$ cat src/rtl/multi_button_debouncer.sv
// rtl/multi_button_debouncer.sv - N-channel push-button debouncer with press/release pulses
// and a shared up/down press-event counter.
module multi_button_debouncer #(
  parameter int N_BTN           = 3,
  parameter int DEBOUNCE_CYCLES = 1000000,
  parameter int TMR_W           = 20,
  parameter int MAX_COUNT       = 9999,
  parameter int CNT_W           = 14
) (
  input  logic             CLK,
  input  logic             RST,
  input  logic             EN,
  input  logic [N_BTN-1:0] BTN,
  input  logic             DIR,
  input  logic             CLR,
  output logic [N_BTN-1:0] btn_db,
  output logic [N_BTN-1:0] press_pulse,
  output logic [N_BTN-1:0] release_pulse,
  output logic             any_held,
  output logic [CNT_W-1:0] count
);

  typedef enum logic [1:0] {IDLE, PRESS_WAIT, HELD, RELEASE_WAIT} stateT;

  localparam logic [TMR_W-1:0] TMR_LAST = TMR_W'(DEBOUNCE_CYCLES - 1);
  localparam logic [CNT_W-1:0] CNT_MAX  = CNT_W'(MAX_COUNT);

  logic [N_BTN-1:0] syncA, syncB;
  stateT            state    [N_BTN];
  stateT            stateNxt [N_BTN];
  logic [TMR_W-1:0] tmr      [N_BTN];
  logic [TMR_W-1:0] tmrNxt   [N_BTN];
  logic [N_BTN-1:0] pressEv, releaseEv, dbNxt;

  always_comb begin
    for (int i = 0; i < N_BTN; i++) begin
      stateNxt[i]  = state[i];
      tmrNxt[i]    = tmr[i];
      pressEv[i]   = 1'b0;
      releaseEv[i] = 1'b0;
      // EN low freezes every channel in place, timer included
      if (EN) begin
        case (state[i])
          IDLE: begin
            if (syncB[i]) begin
              stateNxt[i] = PRESS_WAIT;
              tmrNxt[i]   = '0;
            end
          end
          PRESS_WAIT: begin
            if (!syncB[i]) begin
              stateNxt[i] = IDLE;
            end else if (tmr[i] == TMR_LAST) begin
              stateNxt[i] = HELD;
              pressEv[i]  = 1'b1;
            end else begin
              tmrNxt[i] = tmr[i] + 1'b1;
            end
          end
          HELD: begin
            if (!syncB[i]) begin
              stateNxt[i] = RELEASE_WAIT;
              tmrNxt[i]   = '0;
            end
          end
          RELEASE_WAIT: begin
            if (syncB[i]) begin
              stateNxt[i] = HELD;
            end else if (tmr[i] == TMR_LAST) begin
              stateNxt[i]  = IDLE;
              releaseEv[i] = 1'b1;
            end else begin
              tmrNxt[i] = tmr[i] + 1'b1;
            end
          end
          default: stateNxt[i] = IDLE;
        endcase
      end
      dbNxt[i] = (stateNxt[i] == HELD) || (stateNxt[i] == RELEASE_WAIT);
    end
  end

  always_ff @(posedge CLK or posedge RST) begin
    if (RST) begin
      syncA         <= '0;
      syncB         <= '0;
      btn_db        <= '0;
      press_pulse   <= '0;
      release_pulse <= '0;
      for (int i = 0; i < N_BTN; i++) begin
        state[i] <= IDLE;
        tmr[i]   <= '0;
      end
    end else begin
      syncA         <= BTN;
      syncB         <= syncA;
      btn_db        <= dbNxt;
      press_pulse   <= pressEv;
      release_pulse <= releaseEv;
      for (int i = 0; i < N_BTN; i++) begin
        state[i] <= stateNxt[i];
        tmr[i]   <= tmrNxt[i];
      end
    end
  end

  // Counter steps on the same edge that raises press_pulse; any number of presses counts once
  always_ff @(posedge CLK or posedge RST) begin
    if (RST) begin
      count <= '0;
    end else if (CLR) begin
      count <= '0;
    end else if (|pressEv) begin
      if (DIR) begin
        count <= (count == CNT_MAX) ? '0 : count + 1'b1;
      end else begin
        count <= (count == '0) ? CNT_MAX : count - 1'b1;
      end
    end
  end

  assign any_held = |btn_db;

endmodule

$ cat config.mk
export PLATFORM = sky130hd
export DESIGN_NAME = multi_button_debouncer
export DESIGN_NICKNAME = d
export VERILOG_FILES = /design/src/rtl/multi_button_debouncer.sv
export SDC_FILE = /design/constraint.sdc
export NUM_CORES = 1
export LEC_CHECK = 0
export CAP_MARGIN = 20
export CORE_MARGIN = 4
export CORE_UTILIZATION = 30
export CTS_BUF_LIST = sky130_fd_sc_hd__clkbuf_4 sky130_fd_sc_hd__clkbuf_8
export DETAILED_ROUTE_END_ITERATION = 8
export PLACE_DENSITY = 0.55
export REMOVE_ABC_BUFFERS = 1
export SLEW_MARGIN = 20
export SYNTH_ARGS = -nofsm -noshare
export SYNTH_HDL_FRONTEND = slang
export SYNTH_SLANG_ARGS = --single-unit
export TNS_END_PERCENT = 20
$ cat constraint.sdc
create_clock -name CLK -period 5.4 [get_ports CLK]
set_input_delay 1.35 -clock CLK [delete_from_list [all_inputs] [get_ports CLK]]
set_output_delay 1.35 -clock CLK [all_outputs]
set_load 0.03 [all_outputs]
# Word-level counts from Yosys, hierarchy flattened
# Index checks and enable logic that the tools add are counted.
[totals] regBits=95 in_bits=8 output_inout_bits=24 elab_cells=129
[op_classes] add_sub_neg=5 eq_ne=31 mux=68 reduce_logical=13
[ops] op="$mux 20" count=15
[ops] op="$pmux 20 s4" count=3
[ops] op="$mux 14" count=5
[ops] op="$add 20x1->20 const B" count=3
[ops] op="$eq 20x20->1 const B" count=3
[ops] op="$mux 2" count=21
[ops] op="$eq 2x2->1 const B" count=12
[ops] op="$ne 2x2->1 const B" count=12
[ops] op="$pmux 2 s4" count=3
[ops] op="$mux 1" count=21
[ops] op="$reduce_and 5->1" count=3
[ops] op="$add 14x1->14 const B" count=1
[ops] op="$eq 14x14->1 const B" count=1
[ops] op="$logic_not 14->1" count=1
[ops] op="$sub 14x1->14 const B" count=1
[ops] op="$eq 2x1->1 const B" count=3
[ops] op="$logic_not 2->1" count=3
[ops] op="$reduce_or 3->1" count=2
[ops] op="$logic_or 1x1->1" count=3
[ops] op="$reduce_bool 2->1" count=1

# Longest topological paths before layout
# Gate-level depths: netlist of run 1.
[depth] depth_word=8 ltp_mapped=8 ltp_nobuf=8

# Least setup slack after synthesis of run 1
# No wires, ideal clock.
[synth_timing] kind="input to register" startpoint="in EN" endpoint="reg tmr[30] in the netlist's numbering" arrival_ps=2724 required_time_ps=5322 setup_slack_ps=2598 path_stages=6 path_buffers=1 cell_sequence="clkbuf_1 -> nand2_1 -> a211oi_2 -> nand3_1 -> or3_1 -> a21oi_1"
[synth_via] elab_chain_len=1
[synth_lines] element="start: declaration" line_no="12" source="input logic EN,"
[synth_lines] element="$reduce_and 5->1 (no line)"
[synth_lines] element="end signal: indexed assignment" line_no="102" source="tmr[i] <= tmrNxt[i];"
[synth_lines] element="end: declaration" line_no="31" source="logic [TMR_W-1:0] tmr [N_BTN];"
# Every way passes these cells.
# A chain may end at the register's enable or synchronous reset.

# Worst setup path in the final report of run 1
[layout_timing] startpoint="in EN" endpoint="reg count[12]"
[layout_via] elab_chain_len=3 elab_cells_between_ends=5
[layout_lines] element="$mux 1" line_no="42" source="if (EN) begin"
[layout_lines] element="$reduce_or 3->1 *" line_no="113" source="end else if (|pressEv) begin"
[layout_lines] element="$reduce_bool 2->1 (no line) *"
[layout_lines] element="end signal: assignment" line_no="115" source="count <= (count == CNT_MAX) ? '0 : count + 1'b1;"
[layout_lines] element="end signal: assignment" line_no="117" source="count <= (count == '0) ? CNT_MAX : count - 1'b1;"
[layout_lines] element="end: declaration" line_no="20" source="output logic [CNT_W-1:0] count"
# Every way passes the cells marked *; elsewhere a longest branch is shown, timed or not.

==> results of run 1 <==
[cell families (layout without fill, tap and decap cells)]
family,Yosys count,after routing,synth area share (%)
and+or+nand+nor,301,301,29.64
AOI/OAI and AO/OA,116,116,13.65
DFF,95,95,44.17
buffers and inverters,43,67,3.347
xor gates and xnor gates,35,35,5.695
muxes,12,12,2.348
adders and majority gates,5,5,1.162
[state kept, by name, summed over array words and instances, names as in the netlist]
| signal | count |
|---|---|
| state | 6 |
| release_pulse | 3 |
| count | 14 |
| btn_db | 3 |
| syncB | 3 |
| press_pulse | 3 |
| syncA | 3 |
| tmr | 60 |
[layer usage]
metal  vias up  track usage [%]  share of wire, %
li1       2241                -                 -
met1      2255            18.34                49
met2       109            20.67                46
met3        20            2.487               3.6
met4         0            5.707               2.1
met5         -                0                 0
[cell type report]
class	count	share of cell area (%)
multi-input cells	469	46.53
clock inverters	5	0.6785
inverters	17	1.090
clock buffers	11	2.488
well taps	225	4.626
repair buffers	34	5.530
flip-flops and latches	95	39.06
[layout by cell type, fill, tap and decap left out, types with 9 or more instances in the layout]
cell type / instances
dfrtp_1: 95
nand2_1: 69
nor2_1: 64
o21ai_0: 40
clkdlybuf4s50_1: 31
nand3_1: 29
xor2_1: 26
a21oi_1: 25
nand4_1: 25
nor3_1: 21
inv_1: 16
and3_1: 14
and4_1: 11
clkbuf_8: 11
xnor2_1: 9
[critical path, cell delays in order]
cell	delay (ps)
clkdlybuf4s50_1	750
inv_1	220
nor4_1	410
a32oi_1	140
and2_1	230
or4_1	510
nand2_1	80
[power groups by stage]
stage | clock, uW | sequential, uW | combinational [uW]
3_5_place_dp | 0 | 811 | 207
4_1_cts | 490 | 796 | 208
3_3_place_gp | 0 | 809 | 203
6_report | 470 | 798 | 206
5_1_grt | 516 | 805 | 234
2_1_floorplan | 0 | 810 | 129
[worst paths after layout]
check                           slack, ps  cells after the start                     to            startpoint
worst max-delay path                 2020                      7  count[12]$_DFFE_PP0P_                    EN
worst min-delay path                  360                      0     syncB[2]$_DFF_PP0_    syncA[2]$_DFF_PP0_
worst max register to register       2770                      8   count[1]$_DFFE_PP0P_  count[0]$_DFFE_PP0P_
worst min register to register        360                      0     syncB[2]$_DFF_PP0_    syncA[2]$_DFF_PP0_
max in group asynchronous            3010                      3     syncB[1]$_DFF_PP0_                   RST
min in group asynchronous            1520                      2   count[7]$_DFFE_PP0P_                   RST
[per-stage QoR]
| stage | instances | util (%) | hold WS, ps | worst slack [ps] |
|---|---|---|---|---|
| finish | 856 | 34.94 | 358.3 | 2024 |
| global route | 856 | 34.94 | 369.1 | 1788 |
| CTS | 856 | 34.94 | 361.8 | 2039 |
| detailed placement | 840 | 33.84 | 337.0 | 1604 |
| global placement | 839 | 33.77 | 338.1 | 1685 |
| floorplan | 581 | - | 331.2 | 1573 |
==> flow_summary_export.csv, run 1 <==
group,metric,value,unit
die,initial_utilization,30.91,%
power,clkPwrFrac,31.9,%
power,total_switching_power,456.8,uW
power,cellLeakagePower,0.002481,uW
synthesis,yosysMostFrequentCell,"dfrtp_1",
synthesis,avgSynthCellArea,8.868,um2
die,die-area,0.02015,mm2
timing,post-route-period-util,62.52,%
layout,fill_cells,1801,
place,place_area,0.005893,mm2
grt,track_usage,13.34,%
power,pwr-share-seq,54.1,%
clock_tree,cts_buffers,9,
detailed_routing,via_per_inst,5.403,
timing,slew_headroom,30.33,%
synthesis,synthTopCellsByArea,"dfrtp_1 44%, nand2_1 4.8%, nor2_1 4.5%",
grt,grt_pass1_wl,22.14,mm
synthesis,synth_seq_cells,95,
timing,hold_viol,0,
die,fp.coreArea,0.01742,mm2
die,placementRows,48,
worst_setup_path,cp_data_arrival_time,3690,ps
run_status,status,"finished, final reports clean",
worst_setup_path,worstPathMaxFanout,13,
clock_tree,cts-htree-levels,3,
power,p_total,1474,uW
timing,max_freq,296.2,MHz
synthesis,ys_seq_area_share,44.17,%
place,dpl.hpwl,9.017,mm
die,die_x,142.0,um
synthesis,yosys.area.top_type,"dfrtp_1",
clock_tree,cts_tree,"built",
timing,worst_slew_pin_slew,1041,ps
detailed_routing,drt-total-wl,12.93,mm
power,p_sw_share,30.99,%
timing,skew,13.19,ps
synthesis,ys.warnings.count,0,
layout,regArea,0.002377,mm2
detailed_routing,detail-route-antenna-nets,0,
synthesis,ys_types,58,
clock_tree,post_cts_buffers,0,
power,power_density,242.2,mW/mm2
grt,grt_max_degree,72,
die,pin_count,32,
detailed_routing,drc,0,
layout,area_growth_syn_to_layout,13.06,%
synthesis,synthCells,607,
timing,drv_slew,0,
worst_hold_path,worst_hold_path_type,"register to register",
detailed_routing,drtIter0Drc,371,
layout,multi_input_area,0.002831,mm2
worst_setup_path,crit_path_end_kind,"register",
synthesis,synthTopCellsByCount,"95 x dfrtp_1, 69 x nand2_1, 64 x nor2_1",
synthesis,synth-edff-count,0,
detailed_routing,detail_route.first_pass.iterations,6,
timing,period_needed,3376,ps
power,comb_power_share,14.0,%
clock_tree,ctsHoldBuffers,0,
worst_setup_path,worst-endpoint-required,5720,ps
clock_tree,post_cts_resized,0,
layout,antenna_cells,0,
power,p_int,1017,uW
timing,rsz0062_at_grt,"no",
synthesis,post-synth-top-area-fraction,44.17,%
worst_setup_path,path_class,"primary input to register",
place,port_buffers,31,
timing,fin_setup_tns,0,ps
worst_setup_path,setup.worst_path.start_class,"primary input",
synthesis,synthArstFlopShare,100.0,%
layout,design_area,0.006086,mm2
clock_tree,clkSlewWorstSetupHoldPaths,100,ps
clock_tree,root_buffer,"clkbuf_8",
grt,grt_overflow,0,
grt,grt_pass1_vias,4440,
layout,drive_above_1_share,5.705,%
layout,fin_nets,639,
die,die_y,142.0,um
run,max_cap_viol_count,0,
place,gp_congestion,0.8483,
synthesis,syn_area,0.005383,mm2
synthesis,ys.flop_type,"dfrtp_1",
grt,antenna_found_initial,0,
clock_tree,clk_latency,380,ps
detailed_routing,wire_per_inst,15.11,um
power,peakVddDrop,120.3,uV
clock_tree,cts.path.max_buffers,2,
clock_tree,cts_sinks,95,
detailed_routing,num_vias,4625,
timing,setup-violations-final,0,
No activity file was read; power rests on OpenSTA's default activity.
==> run 2, diff against run 1 <==
--- a/config.mk
+++ b/config.mk
@@ -10,7 +10,7 @@
 export CORE_UTILIZATION = 30
 export CTS_BUF_LIST = sky130_fd_sc_hd__clkbuf_4 sky130_fd_sc_hd__clkbuf_8
 export DETAILED_ROUTE_END_ITERATION = 8
-export PLACE_DENSITY = 0.55
+export PLACE_DENSITY = 0.56
 export REMOVE_ABC_BUFFERS = 1
 export SLEW_MARGIN = 20
 export SYNTH_ARGS = -nofsm -noshare
==> constraint.sdc (replaced) <==
create_clock -name CLK -period 2.8 [get_ports CLK]
set_input_delay 0.7 -clock CLK [delete_from_list [all_inputs] [get_ports CLK]]
set_output_delay 0.7 -clock CLK [all_outputs]
set_load 0.03 [all_outputs]
==> flow_summary_export.csv, run 2 (synthesized netlist as in run 1, its figures left out) <==
group,metric,value,unit
place,place_area,0.006072,mm2
clock_tree,ctsHoldBuffers,0,
layout,fill_cells,1773,
worst_setup_path,path_class,"register to register",
timing,rsz0062_at_grt,"no",
detailed_routing,wire_per_inst,15.33,um
detailed_routing,detail_route.first_pass.iterations,5,
worst_setup_path,critPathBufInv,0,
die,initial_utilization,30.91,%
grt,antenna_found_initial,0,
clock_tree,cts.path.max_buffers,2,
detailed_routing,via_per_inst,5.395,
clock_tree,cts_sinks,95,
detailed_routing,drc,0,
timing,worst_slack,262.5,ps
clock_tree,post_cts_resized,0,
place,gp_congestion,0.8866,
layout,drive_above_1_share,8.742,%
detailed_routing,drtIter0Drc,590,
grt,track_usage,13.80,%
timing,slew_headroom,52.45,%
worst_setup_path,worst-endpoint-required,3100,ps
worst_setup_path,r2r_slack,260,ps
clock_tree,cts_tree,"built",
power,power_density,446.7,mW/mm2
worst_setup_path,path_delay_family,"simple AND/OR/NAND/NOR gates",
timing,hold_viol,0,
layout,regMostFlops,"tmr",
timing,max_freq,394.1,MHz
die,fp.coreArea,0.01742,mm2
worst_setup_path,cp_data_arrival_time,2840,ps
place,port_buffers,31,
die,die-area,0.02015,mm2
layout,layout_commonest_cell,"dfrtp_1",
layout,area_growth_syn_to_layout,15.85,%
layout,largest_reg_flops,60,
worst_setup_path,slowest_delay,580,ps
detailed_routing,detail-route-antenna-nets,0,
die,die_x,142.0,um
run,max_cap_viol_count,0,
timing,skew,14.71,ps
timing,period_needed,2537,ps
grt,grt_max_degree,34,
place,dp_cells,861,
worst_hold_path,worst_hold_path_type,"register to register",
grt,grt_overflow,0,
worst_setup_path,crit_slowest_cell,"or4_4",
clock_tree,clk_latency,370,ps
timing,setup-violations-final,0,
timing,fin_setup_tns,0,ps
worst_setup_path,worstPathMaxFanout,11,
detailed_routing,drt-total-wl,13.44,mm
layout,fin_nets,660,
worst_setup_path,setup.worst_path.start_class,"register",
die,pin_count,32,
power,peakVddDrop,181.2,uV
worst_setup_path,path_cells,"or4_1, or4_4, nor4_4, nor3b_2, or3_1, a21oi_1",
timing,drv_slew,0,
layout,design_area,0.006236,mm2
place,dpl.hpwl,9.608,mm
layout,mostFrequentLayoutCells,"95 x dfrtp_1, 69 x nand2_1, 64 x nor2_1, 40 x o21ai_0, 31 x clkdlybuf4s50_1",
layout,antenna_cells,0,
clock_tree,post_cts_buffers,0,
layout,top_regs,"tmr x60, count x14, state x6",
grt,grt_pass1_vias,4525,
layout,layout.cells.non_filler,877,
timing,worst_slew_pin_slew,710.2,ps
clock_tree,cts-htree-levels,3,
clock_tree,clkSlewWorstSetupHoldPaths,90,ps
grt,grt_pass1_wl,23.03,mm
power,cellLeakagePower,0.002592,uW
run_status,status,"finished, final reports clean",
detailed_routing,num_vias,4731,
clock_tree,root_buffer,"clkbuf_8",
place,pre_cts_ws,-3.185,ps
die,placementRows,48,
clock_tree,cts_buffers,9,
timing,post-route-period-util,90.62,%
die,die_y,142.0,um
worst_setup_path,crit_path_end_kind,"register",
[run 2: metrics by stage]
step | hold WS [ps] | power (uW) | util (%)
floorplan | 331.2 | 1812 | -
CTS | 358.8 | 2827 | 35.80
global placement | 334.0 | 1977 | 34.86
detailed placement | 337.0 | 1993 | 34.86
finish | 355.8 | 2786 | 35.80
global route | 367.7 | 2939 | 35.80
[run 2: report_power, final]
group	internal (uW)	switching, uW
Clock	336	482
Combinational	174	259
Sequential	1430	102
[run 2: worst paths after layout]
kind	start	depth (start not counted)	to
setup / recovery	tmr[27]$_DFFE_PP0P_	6	count[2]$_DFFE_PP0P_
hold / removal	syncA[2]$_DFF_PP0_	0	syncB[2]$_DFF_PP0_
setup reg to reg	tmr[27]$_DFFE_PP0P_	6	count[2]$_DFFE_PP0P_
hold reg to reg	syncA[2]$_DFF_PP0_	0	syncB[2]$_DFF_PP0_
max in group asynchronous	RST	3	tmr[0]$_DFFE_PP0P_
min in group asynchronous	RST	2	tmr[56]$_DFFE_PP0P_
[run 2: cell type report]
type | count | area [um2] | share of cell area (%)
Tap cell | 225 | 281.5 | 4.514
Clock buffer | 11 | 138.9 | 2.227
Sequential cell | 95 | 2377 | 38.12
Clock inverter | 5 | 25.02 | 0.4013
Timing Repair Buffer | 55 | 515.5 | 8.266
Multi-Input combinational cell | 469 | 2831 | 45.41
Inverter | 17 | 66.31 | 1.063
[run 2: layer usage]
| layer | share of wire, % | routed length, um | GRT usage [%] | vias to the layer above |
|---|---|---|---|---|
| met2 | 46 | 6208 | 21.14 | 139 |
| met3 | 4.3 | 579 | 2.453 | 29 |
| met5 | 0 | 0 | 0 | - |
| met1 | 47 | 6313 | 19.25 | 2288 |
| met4 | 2.5 | 340 | 5.909 | 0 |
| li1 | - | - | - | 2275 |
[run 2: worst reg2reg max path, delay by kind of cell, from the launching register on]
kind               cells  cell delay [ps]
DFF                    1              460
AOI/OAI and AO/OA      1              140
and+or+nand+nor        5             1880
